### config.mk
export PLATFORM = sky130hd
export DESIGN_NAME = fetch_unit
export DESIGN_NICKNAME = d
export VERILOG_FILES = /design/src/rtl/fetch_unit.sv
export SDC_FILE = /design/constraint.sdc
export NUM_CORES = 1
export LEC_CHECK = 0
export ABC_CLOCK_PERIOD_IN_PS = 6300
export BUFFER_PORTS_ARGS = -buffer_cell sky130_fd_sc_hd__buf_4
export CAP_MARGIN = 10
export CORE_MARGIN = 2
export CORE_UTILIZATION = 55
export CTS_CLUSTER_SIZE = 30
export DETAILED_ROUTE_END_ITERATION = 6
export GPL_ROUTABILITY_DRIVEN = 0
export GPL_TIMING_DRIVEN = 0
export MAX_ROUTING_LAYER = met4
export PLACE_DENSITY_LB_ADDON = 0.1
export SLEW_MARGIN = 10
export SYNTH_ARGS = -nofsm -noshare
export SYNTH_HDL_FRONTEND = slang
export SYNTH_SLANG_ARGS = --single-unit
### constraint.sdc
create_clock -name clk -period 6.3 [get_ports clk]
set_input_delay 0.63 -clock clk [delete_from_list [all_inputs] [get_ports clk]]
set_output_delay 0.63 -clock clk [all_outputs]
set_load 0.005 [all_outputs]
### src/rtl/fetch_unit.sv
// Instruction fetch unit: single-outstanding memory requests feeding a 2-entry {instr, pc} queue.
// Optional FETCH_PERF_CNT_EN adds a delivered-instruction counter on perf_fetch_count.
module fetch_unit #(
    parameter logic [31:0] RESET_PC = 32'h00000000
) (
    input  logic        clk,
    input  logic        reset,
    output logic        imem_req,
    output logic [31:0] imem_addr,
    input  logic        imem_valid,
    input  logic [31:0] imem_rdata,
    input  logic        branch_taken,
    input  logic [31:0] branch_target,
    output logic        instr_valid,
    input  logic        instr_ready,
    output logic [31:0] instr_out,
    output logic [31:0] pc_out,
    output logic [31:0] perf_fetch_count
);

    typedef enum logic [1:0] {
        IDLE    = 2'd0,
        WAIT    = 2'd1,
        DISCARD = 2'd2
    } state_t;

    state_t      state_reg, state_next;
    logic [31:0] fetch_pc_reg, fetch_pc_next;
    logic [1:0]  count_reg, count_next;
    logic        rd_ptr_reg, rd_ptr_next;
    logic        wr_ptr_reg, wr_ptr_next;
    logic        push;
    logic        pop;
    logic        req_ok;

    // Requests stop while a branch redirects, the queue is full, or reset is held.
    assign req_ok    = (state_reg == IDLE) && (count_reg < 2'd2) && !branch_taken && !reset;
    assign imem_req  = req_ok;
    assign imem_addr = fetch_pc_reg;

    assign instr_valid = (count_reg != 2'd0);
    assign pop         = instr_valid && instr_ready && !branch_taken;

    always_comb begin
        state_next    = state_reg;
        fetch_pc_next = fetch_pc_reg;
        push          = 1'b0;
        case (state_reg)
            IDLE: begin
                if (req_ok) begin
                    state_next = WAIT;
                end
            end
            WAIT: begin
                if (branch_taken) begin
                    state_next = imem_valid ? IDLE : DISCARD;
                end else if (imem_valid) begin
                    push          = 1'b1;
                    fetch_pc_next = fetch_pc_reg + 32'd4;
                    state_next    = IDLE;
                end
            end
            DISCARD: begin
                if (imem_valid) begin
                    state_next = IDLE;
                end
            end
            default: begin
                state_next = IDLE;
            end
        endcase
        if (branch_taken) begin
            fetch_pc_next = branch_target & ~32'd3;
        end
    end

    always_comb begin
        count_next  = count_reg;
        rd_ptr_next = rd_ptr_reg;
        wr_ptr_next = wr_ptr_reg;
        if (branch_taken) begin
            count_next  = 2'd0;
            rd_ptr_next = 1'b0;
            wr_ptr_next = 1'b0;
        end else begin
            count_next  = count_reg + {1'b0, push} - {1'b0, pop};
            rd_ptr_next = rd_ptr_reg ^ pop;
            wr_ptr_next = wr_ptr_reg ^ push;
        end
    end

    always_ff @(posedge clk or posedge reset) begin
        if (reset) begin
            state_reg    <= IDLE;
            fetch_pc_reg <= RESET_PC;
            count_reg    <= 2'd0;
            rd_ptr_reg   <= 1'b0;
            wr_ptr_reg   <= 1'b0;
        end else begin
            state_reg    <= state_next;
            fetch_pc_reg <= fetch_pc_next;
            count_reg    <= count_next;
            rd_ptr_reg   <= rd_ptr_next;
            wr_ptr_reg   <= wr_ptr_next;
        end
    end

    // Queue payload needs no reset: occupancy alone decides what is visible.
    for (genvar gi = 0; gi < 2; gi++) begin : g_entry
        logic [31:0] instr_q;
        logic [31:0] pc_q;
        always_ff @(posedge clk) begin
            if (push && (wr_ptr_reg == 1'(gi))) begin
                instr_q <= imem_rdata;
                pc_q    <= imem_addr;
            end
        end
    end

    assign instr_out = rd_ptr_reg ? g_entry[1].instr_q : g_entry[0].instr_q;
    assign pc_out    = rd_ptr_reg ? g_entry[1].pc_q    : g_entry[0].pc_q;

`ifdef FETCH_PERF_CNT_EN
    logic [31:0] perf_count_reg;

    always_ff @(posedge clk or posedge reset) begin
        if (reset) begin
            perf_count_reg <= 32'd0;
        end else if (pop) begin
            perf_count_reg <= perf_count_reg + 32'd1;
        end
    end

    assign perf_fetch_count = perf_count_reg;
`else
    assign perf_fetch_count = 32'd0;
`endif

endmodule
==> results.md <==
- Outcome: finished clean
- PnR worst setup slack: 3390 ps
- Synth Cell Area: 6850 um^2
- Vias in the first global route: 4559
- Port Buffers: 160
- ANT cells: 0
- Worst vdd ir: 176 uV
- Largest net degree at the start of global routing: 46
- FMAX: 344 MHz
- Final setup fails: 0
- Sw Share: 0.220
- Ports: 199
- Min Clock Period, post-route: 2910 ps
- Setup_tns: 0 ps
- Initial core utilization: 0.566
- Crit path largest cell delay: 550 ps
- Area grow syn2layout: 31.8%
- Synth Area in Simple Gates: 0.0944
- Measured slew at the worst slew-check pin: 777 ps
- Max_cap viols: 0
- Max reg flops: 64
- TritonCTS Buffers: 17
- Most frequent cells in the layout: buf_4, edfxtp_1, mux2_2
- DP Worst Slack: 3510 ps
- CP Buf/Inv Count: 3
- Max transition margin: 0.482
- Worst min-delay path category: in -> async
- Clock latency on the worst-skew pair: 430 ps
- Logic pwr share: 0.105
- Sequential power share: 0.498
- Share of cells above drive strength 1: 0.418
- Clk_skew: 7.55 ps
- Htree depth: 4
- Core area: 12100 um^2
- Adder-cell area share of the yosys netlist: 0.00913
- Final Util: 0.746
- Finished Cell Area: 9030 um^2
- Post-synth EDFFs: 124
- Crit path max-delay family: buffers and inverters
- Vias per inst: 5.30
- Share of the synthesized area in the top cell type: 0.543
- Largest family of logic cells by synthesized area: multiplexers
- Drt first-iter violations: 345
- Gr usage total: 0.237
- Detail Route Antenna Nets: 0
- Ys async rst share: 0.225
- Worst-case reg-to-reg path depth: 6
- Pwr Total: 2.46 mW
- Initial antenna violation count: 0
- Switching power: 0.540 mW
- Commonest non-fill, non-tap cell in the layout: buf_4
- CTS Sinks: 160
- Hold buffer count at cts: 0
- WP data arrival: 2280 ps
- Predominant post-synthesis flop cell: edfxtp_1
- Detailed placement HPWL: 10300 um
- Top post-synthesis cells by area: edfxtp_1, dfrtp_1, mux2_2
- Cell taking the most area after synthesis: edfxtp_1
- Int Pwr: 1.92 mW
- Reg-to-Reg Start: imem_addr[6]
- Multi-input logic area: 2000 um^2
- # resized after CTS: 0
- CTS max path bufs: 2
- Post-synthesis xor/xnor area fraction: 0.0192
- Kind of critical path: reg -> out
- RSZ-0062 raised after global routing: false
- Compound-Gate Fraction of Synth Area: 0.0422
- Final hold vios: 0
- Power per cell area: 272 nW/um^2
- Sequential share of the synthesized area: 0.675
- Die Span X: 116 um
- Post-CTS setup buffer count: 0
- Routed wire length: 14900 um
- Lkg Pwr: 3.57 nW
- CP cell instances: clkbuf_1, buf_1, mux2_2, buf_4
- CTS tree: done
- Mean post-synth cell area: 14.4 um^2
- Crit share post-route: 0.461
- Ys Warns: 0
- Biggest register: g_entry.instr_q
- Die extent in y: 116 um
- Mux share of post-synthesis cell area: 0.103
- RR Endpoint: imem_addr[31]
- Cells after Synth: 477
- Die area: 13400 um^2
- Nets: 767
- DRC violations left: 0
- Clock share of power: 0.397
- Via count: 4636
- WL per Instance: 17.1 um
- Slowest-stage cell, CP: buf_1
- Grt ovf: 0
- Detailed Routing Iterations Pass 1: 4
- Distinct cells, synth: 41
- First-pass GRT wire length: 22800 um
- Sequential Area: 4620 um^2
- Post-DP Area: 8480 um^2
- Root Buffer: clkbuf_16
- Worst Path Required: 5670 ps
- Clock transition at path regs: 60 ps
- Yosys reg bits: 160
- Row count: 40
- CP startpoint kind: flip-flop
- R2R Setup Slk: 3810 ps
- Critical-path maximum fanout: 10
- Worst setup EP type: output port
- Filler cell count: 842
- Slew Limit Fails: 0
==> worst reg2reg max path, cell delays in order (launching register included) <==
cell	delay [ps]
dfrtp_1	520
nand4_2	240
or4_1	560
clkbuf_1	220
clkbuf_1	270
o41ai_1	420
a31oi_1	130
==> cell type report <==
| type | count | area share |
|---|---|---|
| Sequential cell | 160 | 0.512 |
| Inverter | 9 | 0.00374 |
| Buffer | 57 | 0.0392 |
| Tap cell | 168 | 0.0233 |
| Clock buffer | 24 | 0.0511 |
| Clock inverter | 8 | 0.0104 |
| Multi-Input combinational cell | 286 | 0.221 |
| Timing Repair Buffer | 162 | 0.139 |
==> kinds of logic after synthesis <==
family                   count (synthesis)
flip-flops                             160
AND/OR/NAND/NOR                        122
buffers and inverters                   66
multiplexers                            63
AO/OA/AOI/OAI                           45
XOR/XNOR                                15
adder cells (fa/ha/maj)                  5
other                                    1
==> power groups by stage <==
stage          combinational (mW)  sequential, mW  clock [mW]
4_1_cts                     0.259            1.22       0.992
6_report                    0.257            1.22       0.974
3_3_place_gp                0.249            1.24           0
5_1_grt                     0.281            1.23        1.04
3_5_place_dp                0.257            1.24           0
2_1_floorplan               0.125            1.23           0
==> per-stage QoR <==
step | std cells | hold slack, ps
CTS | 874 | 367
detailed placement | 842 | 541
floorplan | 512 | 498
global placement | 840 | 527
global route | 874 | 368
finish | 874 | 356
==> metal layers <==
metal,share of wire,vias up,track usage
li1,-,2160,-
met1,0.40,2265,0.282
met2,0.51,184,0.386
met3,0.071,27,0.0586
met4,0.021,0,0.105
met5,0,-,-
==> how the worst max path moves through the flow <==
stage	startpoint	to	slack, ps	depth (start not counted)
6_report	rd_ptr_reg	pc_out[27]	3390	4
5_1_grt	rd_ptr_reg	pc_out[27]	3240	4
4_1_cts	rd_ptr_reg	pc_out[27]	3310	4
3_5_place_dp	branch_taken	g_entry[0].instr_q[7]	3510	6
3_3_place_gp	branch_taken	g_entry[0].instr_q[7]	1910	5
2_1_floorplan	branch_taken	g_entry[1].instr_q[0]	3150	4
==> cell usage after synthesis (9+ instances only) <==
library cell	instances
edfxtp_1	124
mux2_2	62
buf_4	37
dfrtp_1	36
nand2_1	27
nor2_1	23
nand3_1	20
o21ai_0	16
or4_1	15
a31oi_1	11
clkbuf_1	11
inv_1	9
Note: power is estimated with default switching activity, not from simulation.
